`src/rtl/spi_target.sv`:
```
// SPI target (mode 0, MSB first, 8-bit frames) oversampled in the system clock domain.
// Received bytes leave on a valid/ready stream; bytes to send arrive on a second one
// through a single-entry holding register.
module spi_target #(
  parameter int unsigned SyncStages = 2,
  parameter logic [7:0]  TxIdleByte = 8'hFF
) (
  input  logic       clk_sys_i,
  input  logic       rst_sys_i,
  input  logic       spi_sck_i,
  input  logic       spi_cs_ni,
  input  logic       spi_mosi_i,
  output logic       spi_miso_o,
  output logic       spi_miso_en_o,
  output logic [7:0] rx_data_o,
  output logic       rx_valid_o,
  input  logic       rx_ready_i,
  input  logic [7:0] tx_data_i,
  input  logic       tx_valid_i,
  output logic       tx_ready_o,
  output logic       active_o,
  output logic       rx_overrun_o,
  output logic       tx_underrun_o,
  output logic       abort_o
);

  typedef enum logic {
    IDLE,
    ACTIVE
  } state_e;

  logic [SyncStages-1:0] sck_sync_q, cs_sync_q, mosi_sync_q;
  logic                  sck_prev_q, cs_prev_q;
  logic                  sck_s, cs_s, mosi_s;
  logic                  sck_rise, sck_fall, cs_fall, cs_rise;

  state_e     state_q, state_d;
  logic [2:0] bit_cnt_q, bit_cnt_d;
  logic [6:0] rx_shift_q, rx_shift_d;
  logic [7:0] tx_shift_q, tx_shift_d;
  logic [7:0] hold_q, hold_d;
  logic       hold_full_q, hold_full_d;
  logic [7:0] rx_data_q, rx_data_d;
  logic       rx_valid_q, rx_valid_d;
  logic       miso_en_q, miso_en_d;
  logic       overrun_q, overrun_d;
  logic       underrun_q, underrun_d;
  logic       abort_q, abort_d;
  logic       load;

  // Input synchronisers plus one edge-detect flop per bus line.
  // The CS chain resets to 0 so a CS already low at reset release never looks like a select.
  always_ff @(posedge clk_sys_i or posedge rst_sys_i) begin
    if (rst_sys_i) begin
      sck_sync_q  <= '0;
      cs_sync_q   <= '0;
      mosi_sync_q <= '0;
      sck_prev_q  <= 1'b0;
      cs_prev_q   <= 1'b0;
    end else begin
      sck_sync_q  <= {sck_sync_q[SyncStages-2:0], spi_sck_i};
      cs_sync_q   <= {cs_sync_q[SyncStages-2:0], spi_cs_ni};
      mosi_sync_q <= {mosi_sync_q[SyncStages-2:0], spi_mosi_i};
      sck_prev_q  <= sck_s;
      cs_prev_q   <= cs_s;
    end
  end

  assign sck_s    = sck_sync_q[SyncStages-1];
  assign cs_s     = cs_sync_q[SyncStages-1];
  assign mosi_s   = mosi_sync_q[SyncStages-1];
  assign sck_rise = sck_s & ~sck_prev_q;
  assign sck_fall = ~sck_s & sck_prev_q;
  assign cs_fall  = ~cs_s & cs_prev_q;
  assign cs_rise  = cs_s & ~cs_prev_q;

  // State, shift, holding and stream registers.
  always_ff @(posedge clk_sys_i or posedge rst_sys_i) begin
    if (rst_sys_i) begin
      state_q     <= IDLE;
      bit_cnt_q   <= '0;
      rx_shift_q  <= '0;
      tx_shift_q  <= '0;
      hold_q      <= '0;
      hold_full_q <= 1'b0;
      rx_data_q   <= '0;
      rx_valid_q  <= 1'b0;
      miso_en_q   <= 1'b0;
      overrun_q   <= 1'b0;
      underrun_q  <= 1'b0;
      abort_q     <= 1'b0;
    end else begin
      state_q     <= state_d;
      bit_cnt_q   <= bit_cnt_d;
      rx_shift_q  <= rx_shift_d;
      tx_shift_q  <= tx_shift_d;
      hold_q      <= hold_d;
      hold_full_q <= hold_full_d;
      rx_data_q   <= rx_data_d;
      rx_valid_q  <= rx_valid_d;
      miso_en_q   <= miso_en_d;
      overrun_q   <= overrun_d;
      underrun_q  <= underrun_d;
      abort_q     <= abort_d;
    end
  end

  // Next-state: select/deselect, bit shifting, byte completion, TX load and holding register.
  always_comb begin
    state_d     = state_q;
    bit_cnt_d   = bit_cnt_q;
    rx_shift_d  = rx_shift_q;
    tx_shift_d  = tx_shift_q;
    hold_d      = hold_q;
    hold_full_d = hold_full_q;
    rx_data_d   = rx_data_q;
    rx_valid_d  = rx_valid_q & ~rx_ready_i;
    miso_en_d   = miso_en_q;
    overrun_d   = 1'b0;
    underrun_d  = 1'b0;
    abort_d     = 1'b0;
    load        = 1'b0;

    unique case (state_q)
      IDLE: begin
        if (cs_fall) begin
          state_d   = ACTIVE;
          miso_en_d = 1'b1;
          bit_cnt_d = '0;
          load      = 1'b1;
        end
      end
      ACTIVE: begin
        // Deselect takes priority over any SCK edge seen in the same cycle.
        if (cs_rise) begin
          state_d    = IDLE;
          miso_en_d  = 1'b0;
          abort_d    = (bit_cnt_q != 3'd0);
          bit_cnt_d  = '0;
          rx_shift_d = '0;
        end else if (sck_rise) begin
          rx_shift_d = {rx_shift_q[5:0], mosi_s};
          bit_cnt_d  = bit_cnt_q + 3'd1;
          if (bit_cnt_q == 3'd7) begin
            if (!rx_valid_q) begin
              rx_data_d  = {rx_shift_q, mosi_s};
              rx_valid_d = 1'b1;
            end else begin
              overrun_d = 1'b1;
            end
          end
        end else if (sck_fall) begin
          if (bit_cnt_q == 3'd0) begin
            load = 1'b1;
          end else begin
            tx_shift_d = {tx_shift_q[6:0], 1'b0};
          end
        end
      end
      default: state_d = IDLE;
    endcase

    if (load) begin
      if (hold_full_q) begin
        tx_shift_d  = hold_q;
        hold_full_d = 1'b0;
      end else begin
        tx_shift_d = TxIdleByte;
        underrun_d = 1'b1;
      end
    end

    // A byte accepted in a load cycle goes to the holding register, not the current load.
    if (tx_valid_i && !hold_full_q) begin
      hold_d      = tx_data_i;
      hold_full_d = 1'b1;
    end
  end

  assign spi_miso_o    = tx_shift_q[7];
  assign spi_miso_en_o = miso_en_q;
  assign rx_data_o     = rx_data_q;
  assign rx_valid_o    = rx_valid_q;
  assign tx_ready_o    = ~hold_full_q;
  assign active_o      = (state_q == ACTIVE);
  assign rx_overrun_o  = overrun_q;
  assign tx_underrun_o = underrun_q;
  assign abort_o       = abort_q;

endmodule

```
`config.mk`:
```
export PLATFORM = sky130hd
export DESIGN_NAME = spi_target
export DESIGN_NICKNAME = d
export VERILOG_FILES = /design/src/rtl/spi_target.sv
export SDC_FILE = /design/constraint.sdc
export NUM_CORES = 1
export LEC_CHECK = 0
export ABC_AREA = 1
export CELL_PAD_IN_SITES_DETAIL_PLACEMENT = 1
export CELL_PAD_IN_SITES_GLOBAL_PLACEMENT = 2
export CORE_AREA = 5 5 88 90
export DETAILED_ROUTE_END_ITERATION = 6
export DIE_AREA = 0 0 93 95
export GPL_TIMING_DRIVEN = 0
export PLACE_DENSITY_LB_ADDON = 0.05
export SLEW_MARGIN = 20
export SYNTH_ARGS = -nofsm -noshare
export SYNTH_HDL_FRONTEND = slang
export SYNTH_SLANG_ARGS = --single-unit
```
`constraint.sdc`:
```
create_clock -name clk_sys_i -period 1.4 [get_ports clk_sys_i]
set_input_delay 0.28 -clock clk_sys_i [delete_from_list [all_inputs] [get_ports clk_sys_i]]
set_output_delay 0.28 -clock clk_sys_i [all_outputs]
set_load 0.01 [all_outputs]
```
==> impl_results.md, run 1 <==
* Status: finished, violations left
* Failing checks: setup timing
* Synth cell types at 22
* Largest cells by area after synthesis: dfrtp_1 (62%), nand2_1 (11%), mux2_2 (4.0%), nand3_1 (3.0%), inv_1 (2.8%)
* Slowest stage delay, CP at 0.41 ns
* Root Buffer: clkbuf_8
* Initial antenna violation count at 0
* PnR worst setup slack at -0.116 ns
* Worst skew pair latency at 0.30 ns
* Setup WS pre-CTS at -0.271 ns
* Critical path class: register to register
* Async set or reset register ratio after synthesis at between 90% and 100%
* Share of the synthesized area in the top cell type at approximately 60%
* CTS tree: yes
* Input/output buffers at 30
* Setup TNS at -0.921 ns
* WP data arrival at approximately 1.7 ns
* # setup viols final at 9
* H-tree depth at 2
* DR vias at 1,455
* CORE AREA at about 7000 um2
* Synth warn at 0
* # IOs at 31
* Non-Filler Instances at between 300 and 400
* Die Y-Extent at around 95 um
* Share of cells above drive strength 1 at 25.8%
* # hold bufs at CTS at 0
* Clock Sinks at just under 50
* Average routed wire per standard cell at 13.2 um
* EDFF count, synth at 0
* Max_cap viols at 0
* Syn nets at between 200 and 250
* Slew at the pin closest to its max-slew limit at roughly 0.56 ns
* Routability cong. at roughly 0.71
* Nets at between 200 and 300
* Synth Instances at between 150 and 200
* Hold Path Class: register to register
* Syn_area_per_cell at roughly 10 um2
* Top Family by Delay on Critical Path: simple AND/OR/NAND/NOR gates
* CP Buf/Inv Count at 3
* Syn Std Cell Area at 1990 um2
* TritonCTS buffer count at 5
* Period utilization at 108%
* Most numerous cell in the Yosys netlist: nand2_1
* Drt total wl at approximately 4.3 mm
* Critical Path Fanout Max at 8
* Register bit total from synthesis at 49
* Largest net degree at the start of global routing at 50
* Area leader, netlist: dfrtp_1
* Die Area at around 8800 um2
* Final Max Slew Viols at 0
* Clock transition at the registers of the reported paths at 0.09 ns
* DRT iter0 DRCs at 15
* # diodes at 0
* # DRC at 0
* GRT Resource Usage Total at 10.5%
* Placed cells at approximately 310
* CP startpoint kind: register
* Placed cell area at around 2400 um2
* Design Area, Final at between 2000 and 3000 um2
* R2r setup slk at -0.12 ns
* Area occupied by multi-input gates at about 760 um2
* Via/cell ratio at between 4 and 5
* Initial Utilization at roughly 28%
* Antenna Nets Post-Route at 0
* Number of global-route vias before repair at approximately 1,600
* Std-Cell Rows at 31
* Seq/Total Area, Yosys at 61.7%
* CTS Buffer Depth at 2
* Fillers at a little over 800
* Final Skew at 0.00836 ns
* CP Capture Type: register
* Critical Path RT at around 1.6 ns
* Worst path cell trace: inv_1 > ha_2 > inv_2 > nor2_4 > nand2_2 > nand2_4 > nand2_8 > buf_8 > nand2_4 > nand2_8 > nand2_1 > nand2_1
* Relative slew slack at between 60% and 70%
* Highest clock rate at around 0.66 GHz
* Min cycle time layout at 1.52 ns
* Power density cells at approximately 1500 nW/um2
* Area Growth Syn to Fin at 36.0%
* First-pass GRT wire length at approximately 7.4 mm
* Leakage at roughly 1.3 nW
* Detailed-placement wirelength estimate at approximately 3.0 mm
* Drt first pass iters at 4
* Final core occ at between 30% and 40%
* Commonest cells in the netlist: nand2_1 (57), dfrtp_1 (49), inv_1 (15)
* Hold Vio Cnt, Final at 0
* RSZ-0062 raised after global routing: yes
* Seq. cell area at approximately 1200 um2
* Die width at slightly above 90 um
* Slowest cell on crit path: dfrtp_1
* Total gr overflow at 0
* Main synth FF type: dfrtp_1
* VDD IR max at 0.530 mV
[where the power goes]
group | switching [mW] | internal (mW)
logic | 0.631 | 0.603
clock network | 0.452 | 0.447
registers | 0.162 | 1.71
total | 1.24 | 2.76
[worst paths after layout]
check / from / to / cells after the start
max: bit_cnt_q[0] / tx_shift_q[1] / 12
min: sck_sync_q[0] / sck_sync_q[1] / 0
max reg2reg: bit_cnt_q[0] / tx_shift_q[1] / 12
min reg2reg: sck_sync_q[0] / sck_sync_q[1] / 0
max in group asynchronous: rst_sys_i / active_o / 3
min in group asynchronous: rst_sys_i / cs_sync_q[0] / 2
[registers in the layout, indices dropped and copies added (netlist names)]
name / cells
sck_prev_q: 1
abort_o: 1
spi_miso_en_o: 1
cs_sync_q: 2
tx_underrun_o: 1
rx_overrun_o: 1
rx_data_o: 8
hold_full_q: 1
rx_valid_o: 1
hold_q: 8
active_o: 1
tx_shift_q: 8
bit_cnt_q: 3
sck_sync_q: 2
rx_shift_q: 7
mosi_sync_q: 2
cs_prev_q: 1
[logic make-up after synthesis]
kind of cell,Yosys count,synth area share [%]
AND/OR/NAND/NOR,89,20.6
flip-flops,49,61.7
AO/OA/AOI/OAI,25,7.05
buffers and inverters,23,4.78
multiplexers,7,3.96
adder cells (fa/ha/maj),3,1.89
[placed cells by master, fill, tap and decap left out, drive strengths merged]
cell	count
clkinvlp	1
o211ai	1
nor2	6
or2	6
a21oi	4
ha	3
clkinv	2
o21ai	13
dfrtp	49
dlygate4sd2	15
nand2	63
inv	19
nand4	1
nand3	12
clkdlybuf4s50	14
clkbuf	8
mux2	7
nand3b	1
buf	12
o22ai	7
[layout make-up]
type | instances | share of cell area [%]
Inverter | 21 | 3.33
Sequential cell | 49 | 45.4
Tap cell | 82 | 3.79
Clock buffer | 7 | 3.56
Clock inverter | 1 | 0.185
Multi-Input combinational cell | 124 | 28.0
Timing Repair Buffer | 40 | 14.8
Buffer | 2 | 0.972
[per-layer routing]
metal | share of wire [%] | wire length, um | GRT usage [%]
met1 | 44 | 1880 | 12.3
met2 | 50 | 2150 | 18.5
met3 | 5.1 | 219 | 2.71
met4 | 0.93 | 40 | 4.03
met5 | 0 | 0 | 0
[per-stage QoR]
| stage | total power, mW | hold slack [ns] |
|---|---|---|
| 2_1_floorplan | 2.59 | 0.311 |
| 3_3_place_gp | 2.90 | 0.335 |
| 3_5_place_dp | 2.94 | 0.336 |
| 4_1_cts | 3.97 | 0.360 |
| 5_1_grt | 4.29 | 0.365 |
| 6_report | 4.00 | 0.354 |
[repair_timing]
item | CTS | global route
gates resized for setup | 30 | 14
pin swaps | 5 | 1
endpoints found under the setup margin | 37 | 24
gates cloned | 1 | 0
buffers inserted | 4 | 4
Power figures use the tool's default switching activity.
==> run 2, diff against run 1 <==
--- a/config.mk
+++ b/config.mk
@@ -8,11 +8,12 @@
 export ABC_AREA = 1
 export CELL_PAD_IN_SITES_DETAIL_PLACEMENT = 1
 export CELL_PAD_IN_SITES_GLOBAL_PLACEMENT = 2
-export CORE_AREA = 5 5 88 90
+export CORE_AREA = 2 2 85 87
 export DETAILED_ROUTE_END_ITERATION = 6
-export DIE_AREA = 0 0 93 95
+export DIE_AREA = 0 0 87 89
 export GPL_TIMING_DRIVEN = 0
 export PLACE_DENSITY_LB_ADDON = 0.05
+export REMOVE_ABC_BUFFERS = 1
 export SLEW_MARGIN = 20
 export SYNTH_ARGS = -nofsm -noshare
 export SYNTH_HDL_FRONTEND = slang
==> run 2 against run 1 <==
The run still ends with setup timing left. Clock power is 32% higher. Sequential power about the same. Cell count increased by 1.5%. Sequential share of layout area down 0.70 points. Die area fell by 12%. Combinational power rose by 9%. Register-to-register slack gained 0.03 ns. Non-clock buffer count is 7 higher. Global-route usage rose by 3.2 points. Core utilization up 2.1 points. Highest routed layer unchanged.
==> impl_results.md, run 2 (synthesized netlist as in run 1, its figures left out) <==
* Status: finished, violations left (unchanged)
* CTS Buffer Depth at 2 (unchanged)
* RSZ-0062 raised after global routing: yes (unchanged)
* Total gr overflow at 0 (unchanged)
* Nets at 268 (was 261)
* Most frequent cells in the layout: nand2_1 (55), dfrtp_1 (48), dlygate4sd2_1 (16), buf_4 (16), clkdlybuf4s50_1 (14) (was nand2_1 (51), dfrtp_1 (48), dlygate4sd2_1 (15))
* Setup WS pre-CTS at -0.627 ns (was -0.271 ns)
* Area Growth Syn to Fin at 38.1% (was 36.0%)
* Input/output buffers at 30 (unchanged)
* Clock Sinks at 49 (unchanged)
* Largest net degree at the start of global routing at 27 (was 50)
* Slew at the pin closest to its max-slew limit at 0.574 ns (was 0.561 ns)
* H-tree depth at 2 (unchanged)
* Fillers at 759 (was 808)
* Failing checks: setup timing (unchanged)
* Share of cells above drive strength 1 at 26.3% (was 25.8%)
* Worst flop-to-flop path endpoint: tx_shift_q[1] (unchanged)
* Worst skew pair latency at 0.30 ns (about the same)
* Relative slew slack at 61.7% (was 62.5%)
* CORE AREA at 6720 um2 (was 6980 um2)
* Final Max Slew Viols at 0 (unchanged)
* CP startpoint kind: register (unchanged)
* Worst r2r src: cs_sync_q[1] (was bit_cnt_q[0])
* Number of global-route vias before repair at 1,636 (was 1,568)
* Commonest non-fill, non-tap cell in the layout: nand2_1 (unchanged)
* Die Y-Extent at 89 um (was 95 um)
* Leakage at 1.36 nW (was 1.32 nW)
* Final Skew at 0.00823 ns (was 0.00836 ns)
* CP Capture Type: register (unchanged)
* # DRC at 0 (unchanged)
* Hold Vio Cnt, Final at 0 (unchanged)
* Power density cells at 1600 nW/um2 (was 1480 nW/um2)
* R2r setup slk at -0.09 ns (was -0.12 ns)
* Via/cell ratio at 4.51 (was 4.46)
* Total power at 4.38 mW (was 4.00 mW)
* # IOs at 31 (unchanged)
* Average routed wire per standard cell at 14.1 um (was 13.2 um)
* Min cycle time layout at 1.49 ns (was 1.52 ns)
* Antenna Nets Post-Route at 0 (unchanged)
* Detailed-placement wirelength estimate at 3.12 mm (was 3.05 mm)
* Std-Cell Rows at 30 (was 31)
* Drt total wl at 4.67 mm (was 4.29 mm)
* Clock transition at the registers of the reported paths at 0.10 ns (was 0.09 ns)
* Root Buffer: clkbuf_8 (unchanged)
* Max_cap viols at 0 (unchanged)
* DRT iter0 DRCs at 27 (was 15)
* Hold Path Class: input port to async pin (was register to register)
* PnR worst setup slack at -0.0866 ns (was -0.116 ns)
* CTS tree: yes (unchanged)
* Critical Path Fanout Max at 9 (was 8)
* Die Area at 7740 um2 (was 8840 um2)
* Critical Path RT at 1.64 ns (was 1.60 ns)
* Initial antenna violation count at 0 (unchanged)
* Highest clock rate at 0.673 GHz (was 0.659 GHz)
* Die width at 87 um (was 93 um)
* # hold bufs at CTS at 0 (unchanged)
* VDD IR max at 0.513 mV (was 0.530 mV)
* TritonCTS buffer count at 5 (unchanged)
* # setup viols final at 9 (unchanged)
* Period utilization at 106% (was 108%)
* WP data arrival at 1.73 ns (was 1.71 ns)
* First-pass GRT wire length at 8.18 mm (was 7.36 mm)
* Routability cong. at 0.721 (was 0.706)
* Worst r2r path cells at 7 (was 12)
* Drt first pass iters at 4 (unchanged)
* GRT Resource Usage Total at 13.7% (was 10.5%)
* Critical path class: register to register (unchanged)
* # diodes at 0 (unchanged)
* Initial Utilization at 29.6% (was 28.5%)
* DR vias at 1,494 (was 1,455)
==> run 2: changes by cell type in the layout (fill, tap and decap cells not counted), sizes merged <==
cell	before	now
bufinv	0	2
buf	12	19
clkinvlp	1	0
clkinv	2	3
clkbuf	8	5
dlygate4sd2	15	16
==> run 2: cell type report <==
| type | count | area [um2] | area share (%) |
|---|---|---|---|
| clock inverters | 3 | 65.1 | 2.37 |
| flip-flops and latches | 49 | 1230 | 44.7 |
| clock buffers | 5 | 68.8 | 2.51 |
| inverters | 21 | 88.8 | 3.23 |
| multi-input cells | 124 | 744 | 27.1 |
| repair buffers | 49 | 452 | 16.4 |
| well taps | 80 | 100 | 3.64 |
==> run 2: power by group <==
part / switching [mW] / internal (mW)
logic: 0.667 / 0.668
clock network: 0.477 / 0.710
registers: 0.152 / 1.71
total: 1.30 / 3.09
==> run 2: metal layers <==
layer | vias to the layer above | global-route usage [%] | routed length (um)
met3 | 6 | 3.05 | 134
li1 | 736 | - | -
met4 | 0 | 3.41 | 52
met5 | - | 0 | 0
met2 | 24 | 22.9 | 2320
met1 | 728 | 18.2 | 2170
==> run 2: worst max path at each step <==
stage                 startpoint       endpoint  slack (ns)  cells past startpoint
finish              cs_sync_q[1]  tx_shift_q[1]       -0.09                      7
global route        bit_cnt_q[0]  tx_shift_q[7]       -0.19                     10
CTS                 bit_cnt_q[1]  tx_shift_q[1]       -0.13                     10
detailed placement  bit_cnt_q[0]  tx_shift_q[1]       -0.63                     10
global placement       rst_sys_i        abort_o       -1.07                      2
floorplan           bit_cnt_q[0]  tx_shift_q[7]       -0.15                     10
==> run 2: through the flow <==
stage	instance area (um2)	hold slack (ns)	std cells	setup TNS, ns	util, %
floorplan	1970	0.311	194	-3.70	-
global placement	2370	0.333	304	-57.61	35.3
detailed placement	2390	0.336	305	-5.93	35.6
CTS	2710	0.357	328	-0.889	40.3
global route	2750	0.374	331	-2.74	40.9
finish	2750	0.347	331	-0.580	40.9
==> run 2: worst max-delay path, cell delays in order (launching register included) <==
cell and delay [ns]:
dfrtp_1 0.46, nand2_4 0.15, nand2_1 0.13, nand2_4 0.18
nand2_8 0.09, a21oi_4 0.25, nand2_1 0.10, nand2_1 0.06
==> run 2: repair_timing <==
item	4_1_cts	5_1_grt
endpoints found under the hold margin	0	0
setup endpoints to repair	44	27
resized for setup	34	5
pin swaps	10	7
setup buffers	15	3
